## src/rtl/spi_pkg.sv

```systemverilog
// spi_pkg: shared types and constants for the SPI arbiter, master and slave.
package spi_pkg;
  localparam int SPI_W = 8;
  localparam logic [SPI_W-1:0] CMD_WRITE = 8'h02;
  localparam logic [SPI_W-1:0] CMD_READ  = 8'h03;
  localparam logic [SPI_W-1:0] CMD_RDSR  = 8'h05;
  localparam logic [SPI_W-1:0] CMD_WREN  = 8'h06;
  typedef enum logic [2:0] {IDLE, LAUNCH, WAIT_START, WAIT_END, DONE} arb_state_e;
endpackage

```

## src/rtl/spi_arbiter_rr_pick.sv

```systemverilog
// rr_pick: combinational round-robin priority encoder, search starts just after last_i.
module rr_pick #(
  parameter int N = 4,
  parameter int LW = $clog2(N)
) (
  input  logic [N-1:0]  req_i,
  input  logic [LW-1:0] last_i,
  output logic [N-1:0]  win_o,
  output logic [LW-1:0] idx_o
);
  // Walk offsets from farthest to nearest so the nearest set bit wins.
  always_comb begin
    win_o = '0;
    idx_o = '0;
    for (int k = N; k >= 1; k--) begin
      if (req_i[(int'(last_i) + k) % N]) begin
        win_o = '0;
        win_o[(int'(last_i) + k) % N] = 1'b1;
        idx_o = LW'((int'(last_i) + k) % N);
      end
    end
  end
endmodule

```

## src/rtl/spi_arbiter.sv

```systemverilog
// spi_arbiter: round-robin sharing of one spi_master among NUM_REQ requesters.
module spi_arbiter
  import spi_pkg::*;
#(
  parameter int NUM_REQ = 4,
  parameter int START_TIMEOUT = 16,
  parameter int END_TIMEOUT = 1024
) (
  input  logic                     clk,
  input  logic                     rst,
  input  logic [NUM_REQ-1:0]       req,
  input  logic [SPI_W*NUM_REQ-1:0] req_cmd,
  input  logic [SPI_W*NUM_REQ-1:0] req_addr,
  input  logic [SPI_W*NUM_REQ-1:0] req_wdata,
  output logic [NUM_REQ-1:0]       gnt,
  output logic [NUM_REQ-1:0]       done,
  output logic                     err,
  output logic [SPI_W-1:0]         rdata,
  output logic                     spi_en,
  output logic [SPI_W-1:0]         spi_cmd,
  output logic [SPI_W-1:0]         spi_addr,
  output logic [SPI_W-1:0]         spi_wdata,
  input  logic                     spi_cs,
  input  logic [SPI_W-1:0]         spi_rdata
);
  localparam int LW = $clog2(NUM_REQ);
  localparam int TW = $clog2(END_TIMEOUT + 1);
  arb_state_e state_q;
  logic [NUM_REQ-1:0] gnt_q, done_q, pick_oh;
  logic [LW-1:0] last_q, win_q, pick_idx;
  logic [TW-1:0] tmr_q, tmr_d;
  logic [SPI_W-1:0] rdata_q, cmd_q, addr_q, wdata_q;
  logic err_q, spi_en_q;
  rr_pick #(.N(NUM_REQ), .LW(LW)) u_pick (
    .req_i (req),
    .last_i(last_q),
    .win_o (pick_oh),
    .idx_o (pick_idx)
  );
  assign tmr_d = &tmr_q ? tmr_q : tmr_q + 1'b1;
  // Timeouts fire on the edge where the counter would reach its limit.
  always_ff @(posedge clk) begin
    if (rst) begin
      state_q  <= IDLE;
      gnt_q    <= '0;
      done_q   <= '0;
      err_q    <= 1'b0;
      rdata_q  <= '0;
      spi_en_q <= 1'b0;
      cmd_q    <= '0;
      addr_q   <= '0;
      wdata_q  <= '0;
      last_q   <= LW'(NUM_REQ - 1);
      win_q    <= '0;
      tmr_q    <= '0;
    end else begin
      spi_en_q <= 1'b0;
      done_q   <= '0;
      err_q    <= 1'b0;
      case (state_q)
        IDLE: if (|req) begin
          gnt_q    <= pick_oh;
          win_q    <= pick_idx;
          cmd_q    <= req_cmd[pick_idx*SPI_W +: SPI_W];
          addr_q   <= req_addr[pick_idx*SPI_W +: SPI_W];
          wdata_q  <= req_wdata[pick_idx*SPI_W +: SPI_W];
          spi_en_q <= 1'b1;
          state_q  <= LAUNCH;
        end
        LAUNCH: begin
          tmr_q   <= '0;
          state_q <= WAIT_START;
        end
        WAIT_START: if (!spi_cs) begin
          tmr_q   <= '0;
          state_q <= WAIT_END;
        end else if (tmr_d == TW'(START_TIMEOUT)) begin
          done_q  <= gnt_q;
          err_q   <= 1'b1;
          state_q <= DONE;
        end else begin
          tmr_q <= tmr_d;
        end
        WAIT_END: if (spi_cs) begin
          rdata_q <= spi_rdata;
          done_q  <= gnt_q;
          state_q <= DONE;
        end else if (tmr_d == TW'(END_TIMEOUT)) begin
          done_q  <= gnt_q;
          err_q   <= 1'b1;
          state_q <= DONE;
        end else begin
          tmr_q <= tmr_d;
        end
        DONE: begin
          last_q  <= win_q;
          gnt_q   <= '0;
          state_q <= IDLE;
        end
        default: state_q <= IDLE;
      endcase
    end
  end
  assign gnt       = gnt_q;
  assign done      = done_q;
  assign err       = err_q;
  assign rdata     = rdata_q;
  assign spi_en    = spi_en_q;
  assign spi_cmd   = cmd_q;
  assign spi_addr  = addr_q;
  assign spi_wdata = wdata_q;
endmodule

```

## config.mk

```make
export PLATFORM = sky130hd
export DESIGN_NAME = spi_arbiter
export DESIGN_NICKNAME = d
export VERILOG_FILES = /design/src/rtl/spi_pkg.sv /design/src/rtl/spi_arbiter_rr_pick.sv /design/src/rtl/spi_arbiter.sv
export SDC_FILE = /design/constraint.sdc
export NUM_CORES = 1
export LEC_CHECK = 0
export CORE_MARGIN = 8
export CORE_UTILIZATION = 43
export DETAILED_ROUTE_END_ITERATION = 8
export PLACE_DENSITY = 0.81
export SLEW_MARGIN = 0
export SYNTH_ARGS = -nofsm -noshare
export SYNTH_HDL_FRONTEND = slang
export SYNTH_HIERARCHICAL = 1
export SYNTH_SLANG_ARGS = --single-unit
```

## constraint.sdc

```tcl
create_clock -name clk -period 3.8 [get_ports clk]
set_input_delay 0.76 -clock clk [delete_from_list [all_inputs] [get_ports clk]]
set_output_delay 0.76 -clock clk [all_outputs]
set_load 0.03 [all_outputs]
```

# ---- Word-level counts from Yosys, hierarchy flattened
# Index checks and enable logic that the tools add are counted.
dict set report op_classes {
  eq_ne 12
  reduce_logical 19
  magnitude_cmp 8
  n_addsub 5
  muxes 53
  bitwise_logic 5
  n_shift 3
}
# cell count
set ops {}
lappend ops {{variable part select 32 x 6 -> 8 bit} 3}
lappend ops {{two-way mux 11 bit} 5}
lappend ops {{two-way mux 4 bit} 9}
lappend ops {{one-hot mux 11 bit (3 select lines)} 1}
lappend ops {{two-way mux 1 bit} 17}
lappend ops {{< comparator 3 x 4 -> 1 bit (second input constant)} 4}
lappend ops {{one-hot mux 4 bit (2 select lines)} 2}
lappend ops {{two-way mux 3 bit} 5}
lappend ops {{greater-or-equal comparator 3 x 1 -> 1 bit (second input constant)} 4}
lappend ops {{one-hot mux 3 bit (4 select lines)} 1}
lappend ops {{adder 11 x 1 -> 11 bit (second input constant)} 1}
lappend ops {{== test 11 bit (second input constant)} 1}
lappend ops {{== test 11 x 5 -> 1 bit (second input constant)} 1}
lappend ops {{AND reduction 11 bit} 1}
lappend ops {{OR reduction 2 bit} 5}
lappend ops {{!= test 3 bit (second input constant)} 3}
lappend ops {{binary-select mux 1 bit (select 2 bit)} 4}
lappend ops {{demux 1 bit (select 2 bit)} 4}
lappend ops {{two-way mux 2 bit} 4}
lappend ops {{== test 3 x 2 -> 1 bit (second input constant)} 2}
lappend ops {{!= test 2 bit (second input constant)} 3}
lappend ops {{AND reduction 2 bit} 3}
lappend ops {{adder 2 x 1 -> 2 bit (second input constant)} 2}
lappend ops {{adder 2 bit (second input constant)} 2}
lappend ops {{other kinds (12)} 18}
dict set report word_totals {
  input_bits 111
  reg_bits 60
  out_inout_bits 42
  wordCells 117
}

# ---- Longest topological paths before layout
dict set report depth {
  depth_word 13
  ltp_mapped 11
}

# ---- By module
# Netlist, hierarchy kept.
# module n_inst cells_per_inst seq_area_each_um2 area_each_um2
set by_module_without_submodules {}
lappend by_module_without_submodules {spi_arbiter 1 338 1201.2 3120.5}
lappend by_module_without_submodules {rr_pick 1 49 0.0 412.9}

# ---- Least setup slack after synthesis
# Ideal clock, no wire load.
dict set report synth_path {
  path_kind {register to register}
  startpoint {register last_q[0]}
  endpoint {register cmd_q[1], in the netlist spi_cmd[1]}
  required_ps 3668
  setup_time_ps 132
  stages_incl_launch_ff 12
  path_slack_ps 640
  arrival_time_ps 3028
  path_buffers 3
  cell_sequence {dfxtp_1 -> buf_6 -> inv_1 -> ha_1 -> mux2i_1 -> nand3_1 -> o2111ai_1 -> buf_2 -> buf_1 -> mux4_2 -> nand2_1 -> a21oi_1}
}
dict set report synth_via {
  elab_chain_cells 9
  elab_cells_between_ends 21
  classes_between {add/sub (4); shift (1); mux (16)}
}
# item line
set synth_lines {}
lappend synth_lines {{start, declared} spi_arbiter.sv:30} ;# logic [LW-1:0] last_q, win_q, pick_idx;
lappend synth_lines {{start signal, assigned} spi_arbiter.sv:53} ;# last_q <= LW'(NUM_REQ - 1);
lappend synth_lines {{start signal, assigned} spi_arbiter.sv:96} ;# last_q <= win_q;
lappend synth_lines {{adder 2 x 1 -> 2 bit} {spi_arbiter_rr_pick.sv:16, spi_arbiter_rr_pick.sv:19}}
lappend synth_lines {{binary-select mux 1 bit (select 2 bit)} spi_arbiter_rr_pick.sv:16} ;# if (req_i[(int'(last_i) + k) % N]) begin
lappend synth_lines {{two-way mux 1 bit (not written as such) (2 in series)} spi_arbiter_rr_pick.sv:16}
lappend synth_lines {{two-way mux 2 bit (3 in series)} spi_arbiter_rr_pick.sv:16}
lappend synth_lines {{two-way mux 2 bit (*)} spi_arbiter_rr_pick.sv:16}
lappend synth_lines {{via pick_idx[0]} spi_arbiter.sv:30}
lappend synth_lines {{variable part select 32 x 6 -> 8 bit (*)} spi_arbiter.sv:64} ;# cmd_q <= req_cmd[pick_idx*SPI_W +: SPI_W];
lappend synth_lines {{end signal, assigned} spi_arbiter.sv:64}
lappend synth_lines {{end, declared} spi_arbiter.sv:32} ;# logic [SPI_W-1:0] rdata_q, cmd_q, addr_q, wdata_q;
# The timed path passes the listed nets; every way through them passes the cells marked *. The select of a mux whose other input is x is not followed.
# A chain may end at the register's enable or synchronous reset.

# ---- Worst setup path in the final report
dict set report layout_path {
  startpoint {register last_q[0]}
  endpoint {register cmd_q[5], in the netlist spi_cmd[5]}
}
# Same word-level chain as after synthesis.

==> flow_summary.json <==
{
  "status": "completed",
  "clkTransAtPathRegs_ps": 70,
  "num_antenna_cells": 0,
  "p_leak_nw": 1.88,
  "path_cells": "inv_1 -> ha_1 -> mux2i_1 -> nand3_1 -> o2111ai_4 -> buf_12 -> mux4_2 -> nand2_1 -> a21oi_1",
  "clock-sinks": 60,
  "end_kind": "flip-flop",
  "ctsRootBufferMaster": "clkbuf_8",
  "drv_cap": 0,
  "overflow": 0,
  "hold_buffers": 0,
  "final.setup_skew_ps": 8.26,
  "cts_made_buffers": 9,
  "maxSlewHeadroom_pct": 18.3,
  "slew_violations": 0,
  "synth_cells": 387,
  "syn_avg_cell_area_um2": 9.13,
  "area_growth_syn_to_layout_pct": 49.3,
  "synth_edf_count": 0,
  "yosysSeqAreaShare_pct": 34.0,
  "worst_slack_ps": 836,
  "finalWirelength_um": 11100,
  "pre_cts_slack_ps": 522,
  "vdd_drop_max_v": 0.000194,
  "fin_crit_ps": 2960,
  "nets": 643,
  "viasPerCell": 5.50,
  "grt_pass1_vias": 3649,
  "synthFlopType": "dfxtp_1",
  "drtPass1Iterations": 5,
  "initial_utilization_pct": 43.7,
  "critical_path_class": "flip-flop to flip-flop",
  "synth_top_area_share_pct": 34.0,
  "synthesis.nets": 505,
  "post-cts-setup-buffers": 0,
  "cts_htree_levels": 3,
  "grt_pass1_wl_um": 17700,
  "min_path_type": "flip-flop to flip-flop",
  "clockBufferDepth": 2,
  "rsz0062_at_grt": "no",
  "max_stage_delay_ps": 680,
  "vias": 3495,
  "setup_viol": 0,
  "drtIter0Drc": 135,
  "wire_per_inst_um": 17.5,
  "worst_path_dominant_cell_family": "multiplexers",
  "drive_above_1_share_pct": 12.3,
  "cts_tree": "yes",
  "ys_warn_count": 6,
  "ctsResizeCount": 0,
  "syn_area_um2": 3530,
  "synth_cell_type_count": 60,
  "seq_area_um2": 1200,
  "die-width_um": 107,
  "dieArea_um2": 11400,
  "io_pins": 153,
  "finalCritPeriodShare_pct": 78.0,
  "dp_hpwl_um": 8760,
  "grtUsageTotal_pct": 19.5,
  "path_max_fanout": 25,
  "ys_seq_elements": 60,
  "utilization_pct": 65.2,
  "port_buffers": 152,
  "place_area_um2": 5090,
  "final_cell_area_um2": 5280,
  "finalHoldViolCount": 0,
  "drcViolationCount": 0,
  "synth_top_cell_by_area": "dfxtp_1",
  "rows": 33,
  "fp.dieH_um": 107,
  "critPathArrivalTime_ps": 3180,
  "layout_commonest_cell": "clkdlybuf4s50_1",
  "clkLatencyLatePin_ps": 340,
  "crit_slowest_cell": "dfxtp_1",
  "fmax_ghz": 0.337,
  "worst_pin_slew_ps": 1220,
  "coreArea_um2": 8090,
  "ant_nets": 0,
  "antenna_found_initial": 0,
  "power.total_mw": 1.80,
  "critical_path_required_ps": 4020,
  "critPathBufInv": 2,
  "cp-start-kind": "flip-flop",
  "setup_tns_ps": 0,
  "multi_input_area_um2": 2180,
  "final_cell_mix": "clkdlybuf4s50_1, nand2_1, dfxtp_1",
  "n_fill_cell": 667,
  "p_per_area_nw_per_um2": 341,
  "grt_max_degree": 32,
  "async_flop_share_pct": 0,
  "routabilityCongestion": 0.827,
  "yosys-top-cells-area": "dfxtp_1, mux4_2, nand2_1"
}
[layer usage]
metal | GRT usage, % | share of wire (%)
met1 | 19.4 | 36
met2 | 34.9 | 52
met5 | 0 | 0
met3 | 8.40 | 9.0
met4 | 8.04 | 2.9
[worst paths after layout]
path          startpoint           to  slack (ps)  cells past startpoint
min          spi_addr[6]  spi_addr[6]         450                      2
max            last_q[0]   spi_cmd[5]         840                      9
min reg2reg  spi_addr[6]  spi_addr[6]         450                      2
max reg2reg    last_q[0]   spi_cmd[5]         840                      9
[sequential cells by signal, summed over array words and instances (netlist names)]
signal,flops
gnt,4
done,4
rdata,8
state_q,3
spi_cmd,8
spi_addr,8
last_q,2
spi_wdata,8
err,1
tmr_q,11
spi_en,1
win_q,2
[worst min-delay path: stages (launching register included)]
cell and delay (ps):
dfxtp_1 310, nand2_1 50, a21oi_1 50
[stage by stage]
stage | hold WS, ps | cells
detailed placement | 447 | 619
finish | 453 | 635
CTS | 456 | 635
global placement | 440 | 619
floorplan | 432 | 387
global route | 474 | 635
[kinds of logic after synthesis]
family	Yosys count	synth area share [%]
simple gates	149	20.2
compound gates	97	17.7
flops	60	34.0
mux	35	19.6
buf+inv	34	4.78
fa+ha+maj	7	2.48
xor+xnor	5	1.24
[final cells by class]
type,instances,share of cell area [%]
flip-flops and latches,60,22.8
repair buffers,156,29.5
multi-input cells,293,41.4
well taps,105,2.49
inverters,5,0.356
clock inverters,6,1.04
clock buffers,10,2.42
[cell usage after synthesis, drive strengths merged (3+ instances only)]
master,n
a211o,3
a211oi,5
a21boi,4
a21oi,50
a221oi,4
a31oi,3
and2,8
and3,4
and4,3
buf,10
clkbuf,19
dfxtp,60
ha,7
inv,5
mux2,3
mux2i,5
mux4,27
nand2,84
nand3,16
nor2,14
nor2b,6
nor3,3
o21a,4
o21ai,7
or3,3
xor2,3
[power by group]
part,switching (mW),total [mW],leakage (nW),internal (mW)
combinational,0.272,0.550,1.29,0.277
clock,0.246,0.543,0.0996,0.297
sequential,0.0309,0.706,0.490,0.675
total,0.550,1.80,1.88,1.25
Note: power is estimated with default switching activity, not from simulation.
